$ cat src/rtl/bin_to_bcd_if.sv
// Handshake and result bundle for the binary-to-BCD converter.
// The source drives in_*; the converter drives ready and results.
interface bin_to_bcd_if #(
  parameter int W      = 16,
  parameter int DIGITS = 5
);
  logic                  in_valid;
  logic                  in_ready;
  logic [W-1:0]          in_data;
  logic [4*DIGITS-1:0]   digits;
  logic [DIGITS-1:0]     blank;
  logic                  out_valid;

  modport master (
    output in_valid,
    output in_data,
    input  in_ready,
    input  digits,
    input  blank,
    input  out_valid
  );

  modport slave (
    input  in_valid,
    input  in_data,
    output in_ready,
    output digits,
    output blank,
    output out_valid
  );
endinterface

$ cat src/rtl/bin_to_bcd.sv
// Sequential double-dabble converter feeding seven-segment decoders.
// Result registers hold the last value while the next one converts.
module bin_to_bcd #(
  parameter int W      = 16,
  parameter int DIGITS = 5
) (
  input  logic       clk,
  input  logic       reset,
  bin_to_bcd_if.slave bus
);
  localparam int SW = 4 * DIGITS;
  localparam int CW = $clog2(W + 1);
  localparam logic [DIGITS-1:0] BLK_RST =
    {DIGITS{1'b1}} << 1;

  function automatic bit fits(
    input int w,
    input int d
  );
    longint unsigned p;
    longint unsigned m;
    p = 64'd1;
    m = (64'd1 << w) - 64'd1;
    for (int i = 0; i < d; i++) begin
      if (p <= m) p = p * 64'd10;
    end
    return p > m;
  endfunction

  if (W < 1 || W > 32) begin : g_w_chk
    $error("bin_to_bcd: W out of range 1..32");
  end

  if (!fits(W, DIGITS)) begin : g_d_chk
    $error("bin_to_bcd: DIGITS too small for W");
  end

  typedef enum logic [1:0] {
    IDLE,
    SHIFT,
    DONE
  } state_e;

  state_e          state_q, state_d;
  logic [W-1:0]    shr_q, shr_d;
  logic [SW-1:0]   scr_q, scr_d;
  logic [CW-1:0]   cnt_q, cnt_d;
  logic [SW-1:0]   dig_q, dig_d;
  logic [DIGITS-1:0] blk_q, blk_d;
  logic            ov_q, ov_d;

  logic [SW-1:0]   adj;
  logic [SW-1:0]   nxt;
  logic [DIGITS-1:0] blk_new;
  logic            zero_run;
  logic            rdy;
  logic            hs;

  // add-3 per nibble, then one-bit shift of {scratch, shr}
  always_comb begin
    adj = '0;
    for (int i = 0; i < DIGITS; i++) begin
      if (scr_q[4*i+:4] >= 4'd5) begin
        adj[4*i+:4] = scr_q[4*i+:4] + 4'd3;
      end else begin
        adj[4*i+:4] = scr_q[4*i+:4];
      end
    end
    nxt = (adj << 1) | SW'(shr_q[W-1]);
  end

  // digit 0 is never blanked so zero shows as "0"
  always_comb begin
    blk_new  = '0;
    zero_run = 1'b1;
    for (int i = DIGITS - 1; i >= 1; i--) begin
      zero_run   = zero_run & (nxt[4*i+:4] == 4'd0);
      blk_new[i] = zero_run;
    end
  end

  assign rdy = (state_q == IDLE) & ~reset;
  assign hs  = bus.in_valid & rdy;

  always_comb begin
    state_d = state_q;
    shr_d   = shr_q;
    scr_d   = scr_q;
    cnt_d   = cnt_q;
    dig_d   = dig_q;
    blk_d   = blk_q;
    ov_d    = 1'b0;
    unique case (state_q)
      IDLE: begin
        if (hs) begin
          state_d = SHIFT;
          shr_d   = bus.in_data;
          scr_d   = '0;
          cnt_d   = CW'(W);
        end
      end
      SHIFT: begin
        scr_d = nxt;
        shr_d = shr_q << 1;
        cnt_d = cnt_q - CW'(1);
        if (cnt_q == CW'(1)) begin
          state_d = DONE;
          dig_d   = nxt;
          blk_d   = blk_new;
          ov_d    = 1'b1;
        end
      end
      DONE: begin
        state_d = IDLE;
      end
      default: begin
        state_d = IDLE;
      end
    endcase
  end

  always_ff @(posedge clk) begin
    if (reset) begin
      state_q <= IDLE;
      shr_q   <= '0;
      scr_q   <= '0;
      cnt_q   <= '0;
      dig_q   <= '0;
      blk_q   <= BLK_RST;
      ov_q    <= 1'b0;
    end else begin
      state_q <= state_d;
      shr_q   <= shr_d;
      scr_q   <= scr_d;
      cnt_q   <= cnt_d;
      dig_q   <= dig_d;
      blk_q   <= blk_d;
      ov_q    <= ov_d;
    end
  end

  assign bus.in_ready  = rdy;
  assign bus.digits    = dig_q;
  assign bus.blank     = blk_q;
  assign bus.out_valid = ov_q;

endmodule

$ cat src/flat_wrapper.sv
// flat-port wrapper written by rule: the top's interface ports become plain ports
module bin_to_bcd_flat 
#(
  parameter int W      = 16,
  parameter int DIGITS = 5
)
  (clk, reset, bus_in_valid, bus_in_data, bus_in_ready, bus_digits, bus_blank, bus_out_valid);
  bin_to_bcd_if #(.W(W), .DIGITS(DIGITS)) bus_i ();
  input  logic clk;
  input  logic reset;
  input wire logic [$bits(bus_i.in_valid)-1:0] bus_in_valid;
  input wire logic [$bits(bus_i.in_data)-1:0] bus_in_data;
  output wire logic [$bits(bus_i.in_ready)-1:0] bus_in_ready;
  output wire logic [$bits(bus_i.digits)-1:0] bus_digits;
  output wire logic [$bits(bus_i.blank)-1:0] bus_blank;
  output wire logic [$bits(bus_i.out_valid)-1:0] bus_out_valid;
  assign bus_i.in_valid = bus_in_valid;
  assign bus_i.in_data = bus_in_data;
  assign bus_in_ready = bus_i.in_ready;
  assign bus_digits = bus_i.digits;
  assign bus_blank = bus_i.blank;
  assign bus_out_valid = bus_i.out_valid;
  bin_to_bcd #(.W(W), .DIGITS(DIGITS)) u_core (.clk(clk), .reset(reset), .bus(bus_i));
endmodule
$ cat config.mk
export PLATFORM = sky130hd
export DESIGN_NAME = bin_to_bcd_flat
export DESIGN_NICKNAME = d
export VERILOG_FILES = /design/src/rtl/bin_to_bcd_if.sv /design/src/rtl/bin_to_bcd.sv /design/src/flat_wrapper.sv
export SDC_FILE = /design/constraint.sdc
export NUM_CORES = 1
export LEC_CHECK = 0
export ABC_AREA = 1
export BUFFER_PORTS_ARGS = -buffer_cell sky130_fd_sc_hd__clkbuf_2
export CAP_MARGIN = 5
export CORE_MARGIN = 8
export CORE_UTILIZATION = 30
export CTS_BUF_LIST = sky130_fd_sc_hd__clkbuf_4 sky130_fd_sc_hd__clkbuf_8 sky130_fd_sc_hd__clkbuf_16
export CTS_CLUSTER_SIZE = 24
export DETAILED_ROUTE_END_ITERATION = 8
export GPL_TIMING_DRIVEN = 1
export MAX_ROUTING_LAYER = met4
export SYNTH_ARGS = -nofsm -noshare
export SYNTH_HDL_FRONTEND = slang
export SYNTH_SLANG_ARGS = --single-unit
$ cat constraint.sdc
create_clock -name clk -period 3.6 [get_ports clk]
set_clock_uncertainty 0.05 [all_clocks]
set_input_delay 0.72 -clock clk [delete_from_list [all_inputs] [get_ports clk]]
set_output_delay 0.72 -clock clk [all_outputs]
set_load 0.01 [all_outputs]
# [After elaboration in Yosys (flattened, before gate mapping)]
# Cells that the tools add are included.
[totals] regBits=68 in_bits=19 out_inout_bits=27 wordCells=55
[classes] n_addsub=6 n_lt_le_gt_ge=5 eq_ne=4 mux=15 n_bitwise=8 reduce_logical=10
[ops] operator="case mux 20 bit (2 select lines)" n=1
[ops] operator="case mux 16 bit (2 select lines)" n=1
[ops] operator=">= comparator 4 x 3 -> 1 bit, second input constant" n=5
[ops] operator="two-way mux 20 bit" n=1
[ops] operator="bitwise OR 20 x 1 -> 20 bit" n=1
[ops] operator="adder 4 x 2 -> 4 bit, second input constant" n=4
[ops] operator="zero test 4 bit" n=4
[ops] operator="two-way mux 16 bit" n=1
[ops] operator="two-way mux 4 bit" n=4
[ops] operator="case mux 5 bit (2 select lines)" n=1
[ops] operator="AND reduction 2 bit" n=3
[ops] operator="bitwise AND 1 bit" n=5
[ops] operator="== test 5 x 1 -> 1 bit, second input constant" n=1
[ops] operator="two-way mux 5 bit" n=1
[ops] operator="subtractor 5 x 1 -> 5 bit, second input constant" n=1
[ops] operator="two-way mux 2 bit" n=2
[ops] operator="!= test 2 x 1 -> 1 bit, second input constant" n=2
[ops] operator="case mux 2 bit (2 select lines)" n=1
[ops] operator="adder 3 x 2 -> 3 bit, second input constant" n=1
[ops] operator="two-way mux 3 bit" n=1
[ops] operator="== test 2 x 1 -> 1 bit, second input constant" n=1
[ops] operator="zero test 2 bit" n=1
[ops] operator="inverter 1 bit" n=2
[ops] operator="nonzero test 2 bit" n=1
[ops] operator="other kinds (2)" n=2

# [Depth between registers and ports, before layout]
[depth] word_depth=7 depth_mapped=12 mapped_depth_nobuf=12

# [Least setup slack after synthesis]
# OpenSTA, ideal clock, no wires.
[synth_path] path_kind="input port to output port" startpoint="input reset" endpoint="output bus_in_ready" arrival_time_ns=0.932 required_ns=2.830 path_slack_ns=1.898 stages=1 n_path_buf=0 cell_sequence="nor3_4"
[synth_between] elab_chain_len=2
[synth_lines] element="start, declared" line="flat_wrapper.sv:10" text="input logic reset;"
[synth_lines] element="inverter 1 bit" line="bin_to_bcd.sv:82" text="assign rdy = (state_q == IDLE) & ~reset;"
[synth_lines] element="bitwise AND 1 bit" line="bin_to_bcd.sv:82"
[synth_lines] element="end, declared" line="flat_wrapper.sv:13" text="output wire logic [$bits(bus_i.in_ready)-1:0] bus_in_ready;"
# Every way passes these cells.

# [Worst setup path after layout]
[layout_path] startpoint="register u_core.state_q[0]" endpoint="register u_core.scr_q[2]"
[layout_between] elab_chain_len=5 word_cells_on_any_way=8 classes_between="2 x eq/ne; 1 x mux; 2 x bitwise; 3 x reduce/logical"
[layout_lines] element="start, declared" line="bin_to_bcd.sv:44" text="state_e state_q, state_d;"
[layout_lines] element="start signal, assigned" line="bin_to_bcd.sv:132" text="state_q <= state_d;"
[layout_lines] element="zero test 2 bit" line="bin_to_bcd.sv:82, bin_to_bcd.sv:93"
[layout_lines] element="bitwise AND 1 bit" line="bin_to_bcd.sv:82"
[layout_lines] element="bitwise AND 1 bit" line="bin_to_bcd.sv:83" text="assign hs = bus.in_valid & rdy;"
[layout_lines] element="!= test 2 x 1 -> 1 bit (no line)"
[layout_lines] element="AND reduction 2 bit (no line)"
[layout_lines] element="end signal, assigned" line="bin_to_bcd.sv:134" text="scr_q <= scr_d;"
[layout_lines] element="end, declared" line="bin_to_bcd.sv:46" text="logic [SW-1:0] scr_q, scr_d;"
# Several ways; a longest one is shown, not always the timed one.
# A chain may end at the register's enable or synchronous reset.

==> qor.txt <==
post-CTS resize count -> 0
CP dominant cell by count -> inv_1
max incr delay on CP -> 510 ps
Async SR Flop Fraction -> 0
Rel. slew slack -> 0.560
Post-DP HPWL -> 5410 um
Cell variety after synth -> 31
Tcrit/Tclk final -> 0.616
#FFs+latches synth -> 68
share of layout cells above drive strength 1 -> 0.153
Tmin final -> 2220 ps
Total GRT Usage -> 0.115
Setup TNS -> 0 ps
Arr. time, crit path -> 2390 ps
Synth Net Count -> 473
drt pass-1 iters -> 4
clock sink total -> 68
H-tree depth -> 3
Worst Setup Path Type -> flop to flop
Post-synth EDFFs -> 0
Multi-input gate area -> 0.00157 sq mm
antenna cells -> 0
Post-CTS Hold Fix Bufs -> 0
drt drc -> 0
final setup fails -> 0
Lkg Pwr -> 1.60 nW
Setup WS pre-CTS -> 1370 ps
global route overflow -> 0
Slowest-stage cell, CP -> nor2_2
Hold Path Class -> flop to flop
WL/cell -> 12.4 um
clock buffer count from CTS -> 9
placed cell areas -> 0.00352 sq mm
Final Core Density -> 0.348
maximum number of pins on one net before global-route repair -> 38
Site Rows -> 38
Root Buffer -> clkbuf_8
Clock Latency Late Sink -> 340 ps
pins over their slew limit -> 0
DP Cell Count -> 609
total power -> 1.55 mW
drt initial violations -> 196
crit-path cells -> inv_1 > nor2_2 > inv_2 > nand2_8 > inv_4 > nand2_1 > o21ai_0 > inv_1 > nor2_1
PD cells -> 419 mW/mm^2
antenna violations before repair -> 0
Mapped Area -> 0.00323 sq mm
crit end category -> flop
WHS -> 421 ps
die height -> 120 um
fillers -> 1172
CP Data Required Time -> 3780 ps
status -> completed
Avg Cell Area, Syn -> 7.30 sq um
die area -> 0.0143 sq mm
FMAX -> 0.451 GHz
sequential area share after synthesis -> 0.422
RSZ-0062 raised after global routing -> no
Crit Path Max Fanout -> 37
final WL -> 7770 um
vias in the first global route -> 2809
crit path launch type -> flop
Final Instance Count excl. Fillers -> 624
Initial Util -> 0.303
Port Buf Inserts -> 44
storage element area -> 0.00136 sq mm
DR vias -> 2955
I/O pin total -> 46
Worst-Margin Slew -> 660 ps
global-route wire length before repair -> 13300 um
cell area after layout -> 0.00371 sq mm
ys flop type -> dfxtp_1
Setup Buffers After CTS -> 0
max-cap violations -> 0
CTS max path bufs -> 2
Area Overhead vs Synth -> 14.9%
VDD IR max -> 213 uV
GP Congestion -> 0.805
clock transition at the registers of the reported paths -> 80 ps
core box area -> 0.0107 sq mm
endpoints failing hold -> 0
ANT nets after route -> 0
CTS tree -> done
YS warnings -> 0
Setup WS post-layout -> 1380 ps
die width -> 120 um
Final nets -> 511
DR vias/cell -> 4.74
Syn Inst Count -> 442
## placed cells by master (no fill, tap or decap), drive strengths merged, types with 4 or more instances in the layout
| cell | n |
|---|---|
| nor2 | 27 |
| ha | 12 |
| nand3 | 29 |
| o22ai | 4 |
| nand4 | 5 |
| nand2 | 132 |
| a21oi | 31 |
| clkbuf | 54 |
| o21ai | 43 |
| dfxtp | 68 |
| inv | 44 |
| a31oi | 15 |
## path summary, 6_finish.rpt
check / from / to / slack, ps / cells after the start
setup / recovery: u_core.state_q[0]$_SDFFE_PP0P_ / u_core.scr_q[2]$_SDFFE_PP0P_ / 1380 / 9
setup reg to reg: u_core.state_q[0]$_SDFFE_PP0P_ / u_core.scr_q[2]$_SDFFE_PP0P_ / 1380 / 9
hold / removal: u_core.scr_q[19]$_SDFFE_PP0P_ / u_core.scr_q[19]$_SDFFE_PP0P_ / 420 / 2
hold reg to reg: u_core.scr_q[19]$_SDFFE_PP0P_ / u_core.scr_q[19]$_SDFFE_PP0P_ / 420 / 2
## routing by layer
layer / routed length (um) / vias to the layer above / GRT usage / part of all wire
li1: - / 1524 / - / -
met1: 3940 / 1341 / 0.143 / 0.51
met2: 3320 / 79 / 0.175 / 0.43
met3: 397 / 11 / 0.0366 / 0.051
met4: 112 / 0 / 0.0343 / 0.014
met5: 0 / - / - / 0
## kinds of logic after synthesis
family                     after synthesis  share of synthesized area
DFF                                     68                      0.422
adders and majority gates               12                     0.0465
and+or+nand+nor                        198                      0.272
AOI/OAI and AO/OA                       97                      0.161
xor gates and xnor gates                 2                    0.00543
other                                    1                    0.00116
buffers and inverters                   64                     0.0923
## power breakdown
group / internal (mW) / total, mW / switching, mW
registers: 0.780 / 0.798 / 0.0177
clock network: 0.331 / 0.615 / 0.284
logic: 0.0441 / 0.139 / 0.0944
## cell type report
cell class	instances	area share
clock buffer	10	0.0371
clock inverter	5	0.0142
inverter	44	0.0459
multi-input combinational	310	0.423
sequential	68	0.367
tap	140	0.0473
timing repair buffer	47	0.0655
## Yosys cell counts, drive strengths merged, types with 3 or more instances
cell type | instances | area (sq um)
inv | 44 | 170
o21ai | 43 | 215
nand4 | 5 | 31.3
buf | 18 | 120
o22ai | 4 | 25.0
nand3 | 29 | 145
ha | 12 | 150
nor3 | 3 | 26.3
a21oi | 31 | 155
dfxtp | 68 | 1360
nor2 | 27 | 139
nand2 | 132 | 522
a31oi | 15 | 93.8
## sequential cells by signal, indices dropped and copies added (netlist names)
| register | count |
|---|---|
| u_core.bus.out_valid | 1 |
| u_core.bus.digits | 20 |
| u_core.bus.blank | 4 |
| u_core.state_q | 2 |
| u_core.cnt_q | 5 |
| u_core.scr_q | 20 |
| u_core.shr_q | 16 |
## worst max-delay path: cells and delay by family (launching register included)
kind,cells,cell delay [ps]
compound gates,1,80
buf+inv,4,650
flops,1,380
simple gates,4,930
No activity file was read; power rests on OpenSTA's default activity.
